`src/rtl/if_stage_pkg.sv`:
```
// Shared fetch-stage definitions: reset vector, IF->ID bus layout, ADEF code.
// Imported by the interface, the hold buffer and the IF stage top.
package if_stage_pkg;

  localparam logic [31:0] RESET_PC_DEFAULT = 32'h1c00_0000;
  localparam int          FS_TO_DS_BUS_WD  = 65;
  localparam logic [5:0]  ECODE_ADEF       = 6'h08;

  typedef struct packed {
    logic [31:0] pc;
    logic [31:0] inst;
    logic        adef;
  } fs_to_ds_t;

  function automatic logic pc_aligned(input logic [31:0] pc);
    return (pc[1:0] == 2'b00);
  endfunction

endpackage

```
`src/rtl/if_stage_if.sv`:
```
// SRAM-like instruction bus: one request per req&addr_ok, in-order data_ok responses.
// The fetch stage is the master; the memory (or bench) is the slave.
interface if_stage_if;

  logic        req;
  logic [31:0] addr;
  logic        addr_ok;
  logic        data_ok;
  logic [31:0] rdata;

  modport master (
    output req,
    output addr,
    input  addr_ok,
    input  data_ok,
    input  rdata
  );

  modport slave (
    input  req,
    input  addr,
    output addr_ok,
    output data_ok,
    output rdata
  );

endinterface

```
`src/rtl/if_stage_fetch_inst_buf.sv`:
```
// One-entry hold buffer for an instruction returned while decode is stalled.
// Clear wins over load so a redirect always empties it.
module fetch_inst_buf
  import if_stage_pkg::*;
(
  input  logic        clk,
  input  logic        rst,
  input  logic        i_load,
  input  logic        i_clear,
  input  logic [31:0] i_data,
  output logic        o_valid,
  output logic [31:0] o_data
);

  logic        r_valid;
  logic [31:0] r_data;

  always_ff @(posedge clk) begin
    if (rst) begin
      r_valid <= 1'b0;
      r_data  <= 32'h0;
    end else if (i_clear) begin
      r_valid <= 1'b0;
    end else if (i_load) begin
      r_valid <= 1'b1;
      r_data  <= i_data;
    end
  end

  assign o_valid = r_valid;
  assign o_data  = r_data;

endmodule

```
`src/rtl/if_stage.sv`:
```
// Pre-IF + IF fetch stage: PC generation, single-outstanding instruction requests,
// redirect handling with stale-response discard, and the IF->ID valid/allowin handshake.
module if_stage
  import if_stage_pkg::*;
#(
  parameter logic [31:0] RESET_PC = RESET_PC_DEFAULT
) (
  input  logic        clk,
  input  logic        rst,
  input  logic        ds_allowin,
  input  logic        br_taken,
  input  logic [31:0] br_target,
  input  logic        flush,
  input  logic [31:0] flush_target,
  output logic        fs_to_ds_valid,
  output logic [31:0] fs_to_ds_pc,
  output logic [31:0] fs_to_ds_inst,
  output logic        fs_to_ds_adef,
  if_stage_if.master  inst_sram
);

  logic [31:0] r_pf_pc;
  logic        r_fs_valid;
  logic [31:0] r_fs_pc;
  logic        r_fs_adef;
  logic        r_discard;
  logic        r_adef_lock;

  logic        w_cancel;
  logic [31:0] w_redirect_target;
  logic        w_readygo;
  logic        w_fs_allowin;
  logic        w_pf_ok;
  logic        w_issue;
  logic        w_adef_go;
  logic        w_leave;
  logic        w_buf_load;
  logic        w_buf_clear;
  logic        w_buf_valid;
  logic [31:0] w_buf_inst;
  fs_to_ds_t   w_fs_to_ds;

  assign w_cancel          = flush | br_taken;
  assign w_redirect_target = flush ? flush_target : br_target;

  // IF handshake
  assign w_readygo      = r_fs_adef | w_buf_valid | (inst_sram.data_ok & ~r_discard);
  assign w_fs_allowin   = ~r_fs_valid | (w_readygo & ds_allowin);
  assign fs_to_ds_valid = r_fs_valid & w_readygo & ~w_cancel;
  assign w_leave        = fs_to_ds_valid & ds_allowin;

  // Pre-IF may act this cycle; the alignment check decides request vs. ADEF entry
  assign w_pf_ok   = w_fs_allowin & ~w_cancel & ~r_discard & ~r_adef_lock & ~rst;
  assign inst_sram.req  = w_pf_ok & pc_aligned(r_pf_pc);
  assign inst_sram.addr = r_pf_pc;
  assign w_issue   = inst_sram.req & inst_sram.addr_ok;
  assign w_adef_go = w_pf_ok & ~pc_aligned(r_pf_pc);

  assign w_buf_load  = r_fs_valid & inst_sram.data_ok & ~r_discard & ~ds_allowin & ~w_cancel;
  assign w_buf_clear = w_cancel | w_issue | w_adef_go | w_leave;

  fetch_inst_buf u_inst_buf (
    .clk     (clk),
    .rst     (rst),
    .i_load  (w_buf_load),
    .i_clear (w_buf_clear),
    .i_data  (inst_sram.rdata),
    .o_valid (w_buf_valid),
    .o_data  (w_buf_inst)
  );

  always_ff @(posedge clk) begin
    if (rst) begin
      r_pf_pc     <= RESET_PC;
      r_fs_valid  <= 1'b0;
      r_fs_pc     <= 32'h0;
      r_fs_adef   <= 1'b0;
      r_discard   <= 1'b0;
      r_adef_lock <= 1'b0;
    end else if (w_cancel) begin
      r_pf_pc     <= w_redirect_target;
      r_fs_valid  <= 1'b0;
      r_fs_adef   <= 1'b0;
      r_adef_lock <= 1'b0;
      // A response still in flight for the cancelled fetch must be swallowed later
      if (r_discard)
        r_discard <= ~inst_sram.data_ok;
      else
        r_discard <= r_fs_valid & ~r_fs_adef & ~w_buf_valid & ~inst_sram.data_ok;
    end else begin
      if (r_discard && inst_sram.data_ok)
        r_discard <= 1'b0;
      if (w_issue) begin
        r_fs_valid <= 1'b1;
        r_fs_pc    <= r_pf_pc;
        r_fs_adef  <= 1'b0;
        r_pf_pc    <= r_pf_pc + 32'd4;
      end else if (w_adef_go) begin
        r_fs_valid  <= 1'b1;
        r_fs_pc     <= r_pf_pc;
        r_fs_adef   <= 1'b1;
        r_adef_lock <= 1'b1;
      end else if (w_leave) begin
        r_fs_valid <= 1'b0;
      end
    end
  end

  always_comb begin
    w_fs_to_ds.pc   = r_fs_pc;
    w_fs_to_ds.adef = r_fs_adef;
    if (r_fs_adef)
      w_fs_to_ds.inst = 32'h0;
    else if (w_buf_valid)
      w_fs_to_ds.inst = w_buf_inst;
    else
      w_fs_to_ds.inst = inst_sram.rdata;
  end

  assign fs_to_ds_pc   = w_fs_to_ds.pc;
  assign fs_to_ds_inst = w_fs_to_ds.inst;
  assign fs_to_ds_adef = w_fs_to_ds.adef;

endmodule

```
`src/flat_wrapper.sv`:
```
// flat-port wrapper written by rule: the top's interface ports become plain ports
module if_stage_flat import if_stage_pkg::*;
#(
  parameter logic [31:0] RESET_PC = RESET_PC_DEFAULT
)
  (clk, rst, ds_allowin, br_taken, br_target, flush, flush_target, fs_to_ds_valid, fs_to_ds_pc, fs_to_ds_inst, fs_to_ds_adef, inst_sram_req, inst_sram_addr, inst_sram_addr_ok, inst_sram_data_ok, inst_sram_rdata);
  if_stage_if inst_sram_i ();
  input  logic clk;
  input  logic rst;
  input  logic ds_allowin;
  input  logic br_taken;
  input  logic [31:0] br_target;
  input  logic flush;
  input  logic [31:0] flush_target;
  output logic fs_to_ds_valid;
  output logic [31:0] fs_to_ds_pc;
  output logic [31:0] fs_to_ds_inst;
  output logic fs_to_ds_adef;
  output wire logic [$bits(inst_sram_i.req)-1:0] inst_sram_req;
  output wire logic [$bits(inst_sram_i.addr)-1:0] inst_sram_addr;
  input wire logic [$bits(inst_sram_i.addr_ok)-1:0] inst_sram_addr_ok;
  input wire logic [$bits(inst_sram_i.data_ok)-1:0] inst_sram_data_ok;
  input wire logic [$bits(inst_sram_i.rdata)-1:0] inst_sram_rdata;
  assign inst_sram_req = inst_sram_i.req;
  assign inst_sram_addr = inst_sram_i.addr;
  assign inst_sram_i.addr_ok = inst_sram_addr_ok;
  assign inst_sram_i.data_ok = inst_sram_data_ok;
  assign inst_sram_i.rdata = inst_sram_rdata;
  if_stage #(.RESET_PC(RESET_PC)) u_core (.clk(clk), .rst(rst), .ds_allowin(ds_allowin), .br_taken(br_taken), .br_target(br_target), .flush(flush), .flush_target(flush_target), .fs_to_ds_valid(fs_to_ds_valid), .fs_to_ds_pc(fs_to_ds_pc), .fs_to_ds_inst(fs_to_ds_inst), .fs_to_ds_adef(fs_to_ds_adef), .inst_sram(inst_sram_i));
endmodule
```
`config.mk`:
```
export PLATFORM = sky130hd
export DESIGN_NAME = if_stage_flat
export DESIGN_NICKNAME = d
export VERILOG_FILES = /design/src/rtl/if_stage_pkg.sv /design/src/rtl/if_stage_if.sv /design/src/rtl/if_stage_fetch_inst_buf.sv /design/src/rtl/if_stage.sv /design/src/flat_wrapper.sv
export SDC_FILE = /design/constraint.sdc
export NUM_CORES = 1
export LEC_CHECK = 0
export ABC_CLOCK_PERIOD_IN_PS = 6600
export CAP_MARGIN = 20
export CELL_PAD_IN_SITES_DETAIL_PLACEMENT = 0
export CELL_PAD_IN_SITES_GLOBAL_PLACEMENT = 2
export CORE_ASPECT_RATIO = 2
export CORE_MARGIN = 1.5
export CORE_UTILIZATION = 25
export DETAILED_ROUTE_END_ITERATION = 8
export DONT_BUFFER_PORTS = 1
export GPL_TIMING_DRIVEN = 0
export PLACE_DENSITY_LB_ADDON = 0.1
export SYNTH_ARGS = -nofsm -noshare
export SYNTH_HDL_FRONTEND = slang
export SYNTH_HIERARCHICAL = 1
export SYNTH_SLANG_ARGS = --single-unit
```
`constraint.sdc`:
```
create_clock -name clk -period 6.6 [get_ports clk]
set_clock_uncertainty 0.1 [all_clocks]
set_input_delay 1.65 -clock clk [delete_from_list [all_inputs] [get_ports clk]]
set_output_delay 1.65 -clock clk [all_outputs]
set_load 0.005 [all_outputs]
```
==> results of run 1 <==
[flip-flops by register name (all words and copies together), names as in the netlist]
register,flops
u_core/fs_to_ds_adef,1
u_core/fs_to_ds_pc,32
u_core/inst_sram.addr,32
u_core/r_adef_lock,1
u_core/r_discard,1
u_core/r_fs_valid,1
u_core/u_inst_buf/o_data,32
u_core/u_inst_buf/o_valid,1
[layout make-up]
cell class	count	area share, %
clock inverters	4	1.210
well taps	269	5.611
multi-input cells	488	51.17
inverters	6	0.3755
flip-flops and latches	101	33.71
repair buffers	1	0.08344
clock buffers	12	3.942
plain buffers	56	3.901
[per-stage QoR]
stage	worst slack (ps)	total power, mW	utilization, %
2_1_floorplan	2156	0.7612	-
3_3_place_gp	1022	0.8204	27.13
3_5_place_dp	1054	0.8222	27.16
4_1_cts	1052	1.417	28.64
5_1_grt	1007	1.442	28.66
6_report	1052	1.391	28.66
[worst max-delay path by stage]
stage                     to  slack [ps]
2_1_floorplan  inst_sram_req        2160
3_3_place_gp   inst_sram_req        1020
3_5_place_dp   inst_sram_req        1050
4_1_cts        inst_sram_req        1050
5_1_grt        inst_sram_req        1010
6_report       inst_sram_req        1050
[logic make-up (layout without fill, tap and decap cells)]
| kind of cell | count (synthesis) | count (layout) | share of synthesized area, % |
|---|---|---|---|
| simple gates | 283 | 283 | 29.91 |
| compound gates | 151 | 151 | 17.55 |
| flops | 101 | 101 | 37.85 |
| buf+inv | 62 | 79 | 4.802 |
| mux | 39 | 39 | 7.355 |
| xor+xnor | 14 | 14 | 2.296 |
| fa+ha+maj | 1 | 1 | 0.2342 |
[layout by cell type (no fill, tap or decap), types with 2 or more instances in the layout]
cell,netlist,routed
mux2i_1,37,37
a21oi_1,45,45
nand2b_1,35,35
o31a_1,3,3
nor4b_1,2,2
xor2_1,7,7
and4_1,4,4
o21ai_0,10,10
o311a_1,2,2
nand2_1,80,80
a22oi_1,15,15
o211ai_1,3,3
and3_1,3,3
o21ai_1,30,30
nand4bb_1,32,32
nor4_1,13,12
bufinv_16,0,2
buf_2,10,10
a31oi_1,2,2
o221ai_1,2,2
nand4_1,14,14
nand3_1,11,11
or4_1,2,2
or2_2,4,4
nor3_1,15,15
mux2_2,2,2
inv_1,6,6
dfxtp_1,101,101
nor2b_1,3,3
clkbuf_1,38,41
buf_1,6,6
a221o_1,2,2
clkbuf_16,0,9
a211oi_1,8,8
o22ai_1,17,17
xnor2_1,7,7
nor2_1,57,57
[tightest hold or removal path, cell delays in order, from the launching register on]
cell and delay [ps]:
dfxtp_1 310, nand2b_1 60, o21ai_1 50
[per-layer routing]
layer / GRT usage (%) / wire length [um] / vias up
met3: 4.224 / 1439 / 39
met2: 40.98 / 13120 / 203
li1: - / - / 2396
met4: 10.07 / 942 / 0
met5: 0 / 0 / -
met1: 18.39 / 7384 / 2445
[power by group]
group	internal [mW]	total [mW]	switching (mW)
clock	0.333	0.584	0.251
combinational	0.0524	0.145	0.0925
sequential	0.627	0.662	0.0348
total	1.01	1.39	0.378
==> results.md, run 1 <==
- Design Area, Final: 5998 um2
- Worst path max stage delay: ~830 ps
- Cell Count, Final, Fillers Out: 937
- Levels on crit path: 5
- Reg area: 2022 um2
- H-tree lvl count: 3
- Synthesis warning total: 6
- Boundary Pins: 202
- DP Wirelength: 18.02 mm
- CORE AREA: 20930 um2
- Starting Density: 25.52%
- Antenna Cells: 0
- Final Setup Violations: 0
- Worst Path Required: 4850 ps
- Die width: 106.4 um
- Crit path launch: br_taken
- Top cell type by total area after synthesis: dfxtp_1
- R2r startpoint: u_core/fs_to_ds_adef
- Gr usage total: 20.33%
- CTS tree: done
- Post-CTS sizing: 0
- Status: finished, final reports clean
- First-pass DRT Iterations: 5
- RSZ-0062 raised after global routing: no
- Cells after Synth: 651
- Avg WL per Cell: 24.43 um
- DRT iter0 DRCs: 212
- Vias in the first global route: 5326
- Pwr dens: 231.9 nW/um2
- Area of the multi-input gates: between 3000 and 4000 um2
- Async set-reset flop share out of synthesis: 0%
- Hold Startpoint: u_core/u_inst_buf/o_data[3]
- Hold Path Sink: u_core/u_inst_buf/o_data[3]
- Slew @ Worst Pin: roughly 1100 ps
- Synth area leaders: dfxtp_1 (38%), mux2i_1 (6.9%), nand4bb_1 (6.7%)
- Crit Reg-Reg Endpoint: u_core/u_inst_buf/o_data[10]
- Die Y: 209.7 um
- Final Hold Violating Endpoints: 0
- Hold Slack: 366.0 ps
- Most common cell in the netlist: dfxtp_1
- Clock sink total: 101
- CP arrival: 3800 ps
- Top FF cell, synth: dfxtp_1
- Fin. max-slew vios: 0
- Vias per cell: 5.425
- Global-route wire length before repair: 33.57 mm
- Setup TNS: 0 ps
- CP max stage cell: nor2_1
- Hold Crit Depth: 2
- Max_slew headroom: 24.24%
- Total routed wirelength: 22.89 mm
- Final period util: 84.07%
- Critical-path maximum fanout: 10
- Period minus WS final: 5548 ps
- R2r setup slk: 3030 ps
- Critical path class: input pin to output port
- Worst setup EP type: output port
- Clk_lat worst skew: about 360 ps
- Quantity of hold-fixing buffers added after cts: 0
- Via count: 5083
- Top-area cell type share of the netlist area: about 38%
- Worst-path clk slew: 70 ps
- Post-synth EDFFs: 0
- Worst path cell trace: clkbuf_1, nor2_1, nand2_1, clkbuf_1, nor2_1
- Area Overhead vs Synth: 12.30%
- Syn avg cell area: 8.205 um2
- DP Cell Count: 920
- Lkg Pwr: around 1.9 nW
- I/O Buffers: 0
- Hold/Removal Path Class: flop to flop
- CTS buffer count: 9
- Final ANT Viol Nets: 0
- FMAX: 180.2 MHz
- Fillers: 2293
- Seq/Total Area, Yosys: between 30% and 40%
- Worst path top cell family by delay: simple AND/OR/NAND/NOR gates
- Netlist cell types: a little under 60
- R2R cell count: 9
- Peak VDD IR: roughly 0.000098 V
- DRC viols: 0
- Share of layout cells above drive strength 1: 5.838%
- FP Rows: 75
- Global placement routability congestion: 0.8319
- Post-CTS setup buffers: 0
- Mapped Nets: 755
- #FFs+latches synth: 101
- Cell area after synthesis: 5341 um2
- Critical path startpoint category: input pin
- DIE AREA: 22300 um2
- Antenna violations before repair: 0
- DP Area: about 5700 um2
- Grt total ovfl: 0
- Post-synth top cells: dfxtp_1 (101), nand2_1 (80), nor2_1 (57)
- Layout Nets: 767
- Clock Tree Root: clkbuf_16
- Buffers & Inverters on Critical Path: 2
- Pin count of the biggest net entering global routing: 16
- Max Root-Sink Buffers: 2
- Max-cap violations: 0
(Power assumes the default switching activity.)
==> run 2, diff against run 1 <==
--- a/config.mk
+++ b/config.mk
@@ -5,7 +5,8 @@
 export SDC_FILE = /design/constraint.sdc
 export NUM_CORES = 1
 export LEC_CHECK = 0
-export ABC_CLOCK_PERIOD_IN_PS = 6600
+export ABC_AREA = 1
+export ABC_CLOCK_PERIOD_IN_PS = 5400
 export CAP_MARGIN = 20
 export CELL_PAD_IN_SITES_DETAIL_PLACEMENT = 0
 export CELL_PAD_IN_SITES_GLOBAL_PLACEMENT = 2
==> constraint.sdc (replaced) <==
create_clock -name clk -period 5.4 [get_ports clk]
set_clock_uncertainty 0.1 [all_clocks]
set_input_delay 1.35 -clock clk [delete_from_list [all_inputs] [get_ports clk]]
set_output_delay 1.35 -clock clk [all_outputs]
set_load 0.005 [all_outputs]
==> run 2 against run 1 <==
Against the previous run: combinational power increased by 46%; critical path depth shrank 1; die area is 8.3% higher; clock-buffer cell count is 1 lower; cell area is 8.1% higher; sequential cell count stayed put; cell count rose by 34%; critical endpoint is now fs_to_ds_valid.
==> results.md, run 2 <==
- Worst setup EP type: output port (unchanged)
- Part of the power in the clock network: 42.1% (was 42.0%)
- Gate power share: 11.7% (was 10.4%)
- Fillers: 2681 (was 2293)
- First-pass DRT Iterations: 5 (unchanged)
- Cells after Synth: 955 (was 651)
- Most common cell after layout, fill and taps aside: nor2_1 (was dfxtp_1)
- Max Root-Sink Buffers: 2 (unchanged)
- Peak VDD IR: 0.0001719 V (was 0.00009770 V)
- H-tree lvl count: 3 (unchanged)
- Metal-1 WL: 8.702 mm (was 7.384 mm)
- Final ANT Viol Nets: 0 (unchanged)
- Share of the synthesized area in compound gates (AO/OA/AOI/OAI): 17.10% (was 17.55%)
- Netlist cell types: 31 (was 58)
- Vias in the first global route: 5976 (was 5326)
- Top cell type by total area after synthesis: dfxtp_1 (unchanged)
- Worst-path clk slew: 70 ps (about the same)
- Syn avg cell area: 6.069 um2 (was 8.205 um2)
- DIE AREA: 24160 um2 (was 22300 um2)
- Seq pwr share: 46.2% (was 47.6%)
- Antenna Cells: 0 (unchanged)
- DR top layer: met4 (unchanged)
- Seq/Total Area, Yosys: 34.89% (was 37.85%)
- Setup TNS: 0 ps (unchanged)
- CP max stage cell: buf_2 (was nor2_1)
- Via count: 6058 (was 5083)
- Max-cap violations: 0 (unchanged)
- Main combinational cell family by area after synthesis: simple AND/OR/NAND/NOR gates (unchanged)
- Pin count of the biggest net entering global routing: 17 (was 16)
- Quantity of hold-fixing buffers added after cts: 0 (unchanged)
- Total routed wirelength: 26.40 mm (was 22.89 mm)
- Synthesis warning total: 6 (unchanged)
- Worst Path Required: 3950 ps (was 4850 ps)
- Max_slew headroom: 49.58% (was 24.24%)
- Final Hold Violating Endpoints: 0 (unchanged)
- Post-synth top cells: nor2_1 (234), nand2_1 (210), dfxtp_1 (101) (was dfxtp_1 (101), nand2_1 (80), nor2_1 (57))
- Critical path startpoint category: input pin (unchanged)
- Post-synth EDFFs: 0 (unchanged)
- Hold/Removal Path Class: flop to flop (unchanged)
- Vias per cell: 4.843 (was 5.425)
- Die Y: 218.3 um (was 209.7 um)
- Antenna violations before repair: 0 (unchanged)
- Synth Area in Simple Gates: 37.13% (was 29.91%)
- Top-area cell type share of the netlist area: 34.89% (was 37.85%)
- Post-CTS setup buffers: 0 (unchanged)
- Area Overhead vs Synth: 11.83% (was 12.30%)
- DRC viols: 0 (unchanged)
- Clk_lat worst skew: 370 ps (was 360 ps)
- Final Setup Violations: 0 (unchanged)
- Gr usage total: 21.65% (was 20.33%)
- Cell Count, Final, Fillers Out: 1251 (was 937)
- Buffers & Inverters on Critical Path: 1 (was 2)
- RSZ-0062 raised after global routing: no (unchanged)
- Period minus WS final: 3648 ps
- Synth area leaders: dfxtp_1 (35%), nor2_1 (15%), nand2_1 (14%) (was dfxtp_1 (38%), mux2i_1 (6.9%), nand4bb_1 (6.7%))
- Status: finished, final reports clean (unchanged)
- Lkg Pwr: 2.635 nW (was 1.881 nW)
- Adder-cell share of the synthesized area: 0.2159% (was 0.2342%)
- I/O Buffers: 0 (unchanged)
- FMAX: 274.1 MHz
- Final period util: 67.56%
- Mux cell area share after synthesis: 0% (was 7.355%)
- Slew @ Worst Pin: 756.3 ps (was 1128 ps)
- DRT iter0 DRCs: 263 (was 212)
- Layout Nets: 1070 (was 767)
- Worst path top cell family by delay: buffers and inverters (was simple AND/OR/NAND/NOR gates)
- CTS tree: done (unchanged)
- DP Cell Count: 1235 (was 920)
- Cell area after synthesis: 5796 um2 (was 5341 um2)
- Internal: 1.272 mW (was 1.013 mW)
- Clock sink total: 101 (unchanged)
- Global-route wire length before repair: 38.63 mm (was 33.57 mm)
- Most frequent cells in the layout: nor2_1 (234), nand2_1 (210), dfxtp_1 (101) (was dfxtp_1 (101), nand2_1 (80), nor2_1 (57))
- Worst path max stage delay: 320 ps (was 830 ps)
- Mapped Nets: 1059 (was 755)
- Die width: 110.7 um (was 106.4 um)
- Fin. max-slew vios: 0 (unchanged)
- FP Rows: 78 (was 75)
- Share of layout cells above drive strength 1: 6.179% (was 5.838%)
- DP Wirelength: 21.34 mm (was 18.02 mm)
- Pwr dens: 278.2 nW/um2 (was 231.9 nW/um2)
- CP arrival: 2200 ps (was 3800 ps)
- Critical-path maximum fanout: 10 (unchanged)
- CTS buffer count: 9 (unchanged)
- Boundary Pins: 202 (unchanged)
- Starting Density: 25.49% (was 25.52%)
- Critical path class: input pin to output port (unchanged)
- Sw Ratio: 29.44% (was 27.20%)
- Most common cell in the netlist: nor2_1 (was dfxtp_1)
- Net Switching: 0.5308 mW (was 0.3784 mW)
- Async set-reset flop share out of synthesis: 0% (unchanged)
- Avg WL per Cell: 21.10 um (was 24.43 um)
- Wire length on met2: 15.96 mm (was 13.12 mm)
- Top FF cell, synth: dfxtp_1 (unchanged)
- Post-CTS sizing: 0 (unchanged)
- Clock Tree Root: clkbuf_16 (unchanged)
- Worst path cell trace: nor2_2, buf_2, nand2_1, a21oi_1 (was clkbuf_1, nor2_1, nand2_1, clkbuf_1, nor2_1)
- Global placement routability congestion: 0.7541 (was 0.8319)
- Met3 routed WL: 1.186 mm (was 1.439 mm)
- Synth Area in XOR/XNOR: 0.9067% (was 2.296%)
- #FFs+latches synth: 101 (unchanged)
- CORE AREA: 22740 um2 (was 20930 um2)
- Grt total ovfl: 0 (unchanged)
-- run 2: cell count changes after synthesis, moves of 14 or more --
cell       before  now
clkbuf_1       38   24
inv_1           6   66
a21oi_1        45   78
nand2b_1       35    0
nor2_1         57  234
a22oi_1        15    0
o22ai_1        17    2
mux2i_1        37    0
nand2_1        80  210
nand4bb_1      32    0
nand3_1        11   57
o21ai_0        10   79
-- run 2: cell families (layout without fill, tap and decap cells) --
logic type	after synthesis	in the layout
AND/OR/NAND/NOR	529	529
AO/OA/AOI/OAI	193	193
buffers and inverters	125	141
flip-flops	101	101
XOR/XNOR	6	6
adder cells (fa/ha/maj)	1	1
-- run 2: stage by stage --
| stage | cell area [um2] | hold WS (ps) | util [%] | total power [mW] | worst slack [ps] |
|---|---|---|---|---|---|
| after global routing | 6481 | 392.3 | 28.50 | 1.888 | 1670 |
| final | 6481 | 360.0 | 28.50 | 1.803 | 1752 |
| after floorplan | 5796 | 330.4 | - | 0.9698 | 2071 |
| after CTS | 6481 | 366.3 | 28.50 | 1.836 | 1716 |
| after detailed placement | 6146 | 354.3 | 27.03 | 1.066 | 1586 |
| after global placement | 6146 | 345.6 | 27.03 | 1.066 | 1567 |
-- run 2: metal layers --
layer,track usage [%],vias to the layer above
li1,-,3075
met1,19.45,2790
met2,46.23,169
met3,4.104,24
met4,7.564,0
met5,0,-
-- run 2: cell type report --
type                    count  area, um2  share of cell area, %
inverters                  68      255.2                  3.938
well taps                 280      350.3                  5.405
clock buffers              11      252.7                  3.900
clock inverters             5      82.58                  1.274
plain buffers              57      310.3                  4.788
flip-flops and latches    101       2022                  31.20
multi-input cells         729       3208                  49.50
-- run 2: path summary, 6_finish.rpt --
path,start,end,slack (ps),cells after the start
worst max-delay path,br_taken,fs_to_ds_valid,1750,4
worst min-delay path,u_core/r_adef_lock,u_core/r_adef_lock,360,2
worst max register to register,u_core/u_inst_buf/o_valid,u_core/u_inst_buf/o_data[16],2640,12
worst min register to register,u_core/r_adef_lock,u_core/r_adef_lock,360,2
-- run 2: power groups by stage --
| stage | Sequential, mW | Combinational (mW) | Clock, mW |
|---|---|---|---|
| floorplan | 0.819 | 0.151 | 0 |
| global placement | 0.852 | 0.215 | 0 |
| detailed placement | 0.852 | 0.214 | 0 |
| CTS | 0.834 | 0.214 | 0.787 |
| global route | 0.838 | 0.237 | 0.814 |
| finish | 0.833 | 0.211 | 0.760 |
-- run 2: tightest hold or removal path, stage by stage, from the launching register on --
cell	delay, ps
dfxtp_1	320
inv_1	50
a21oi_1	50
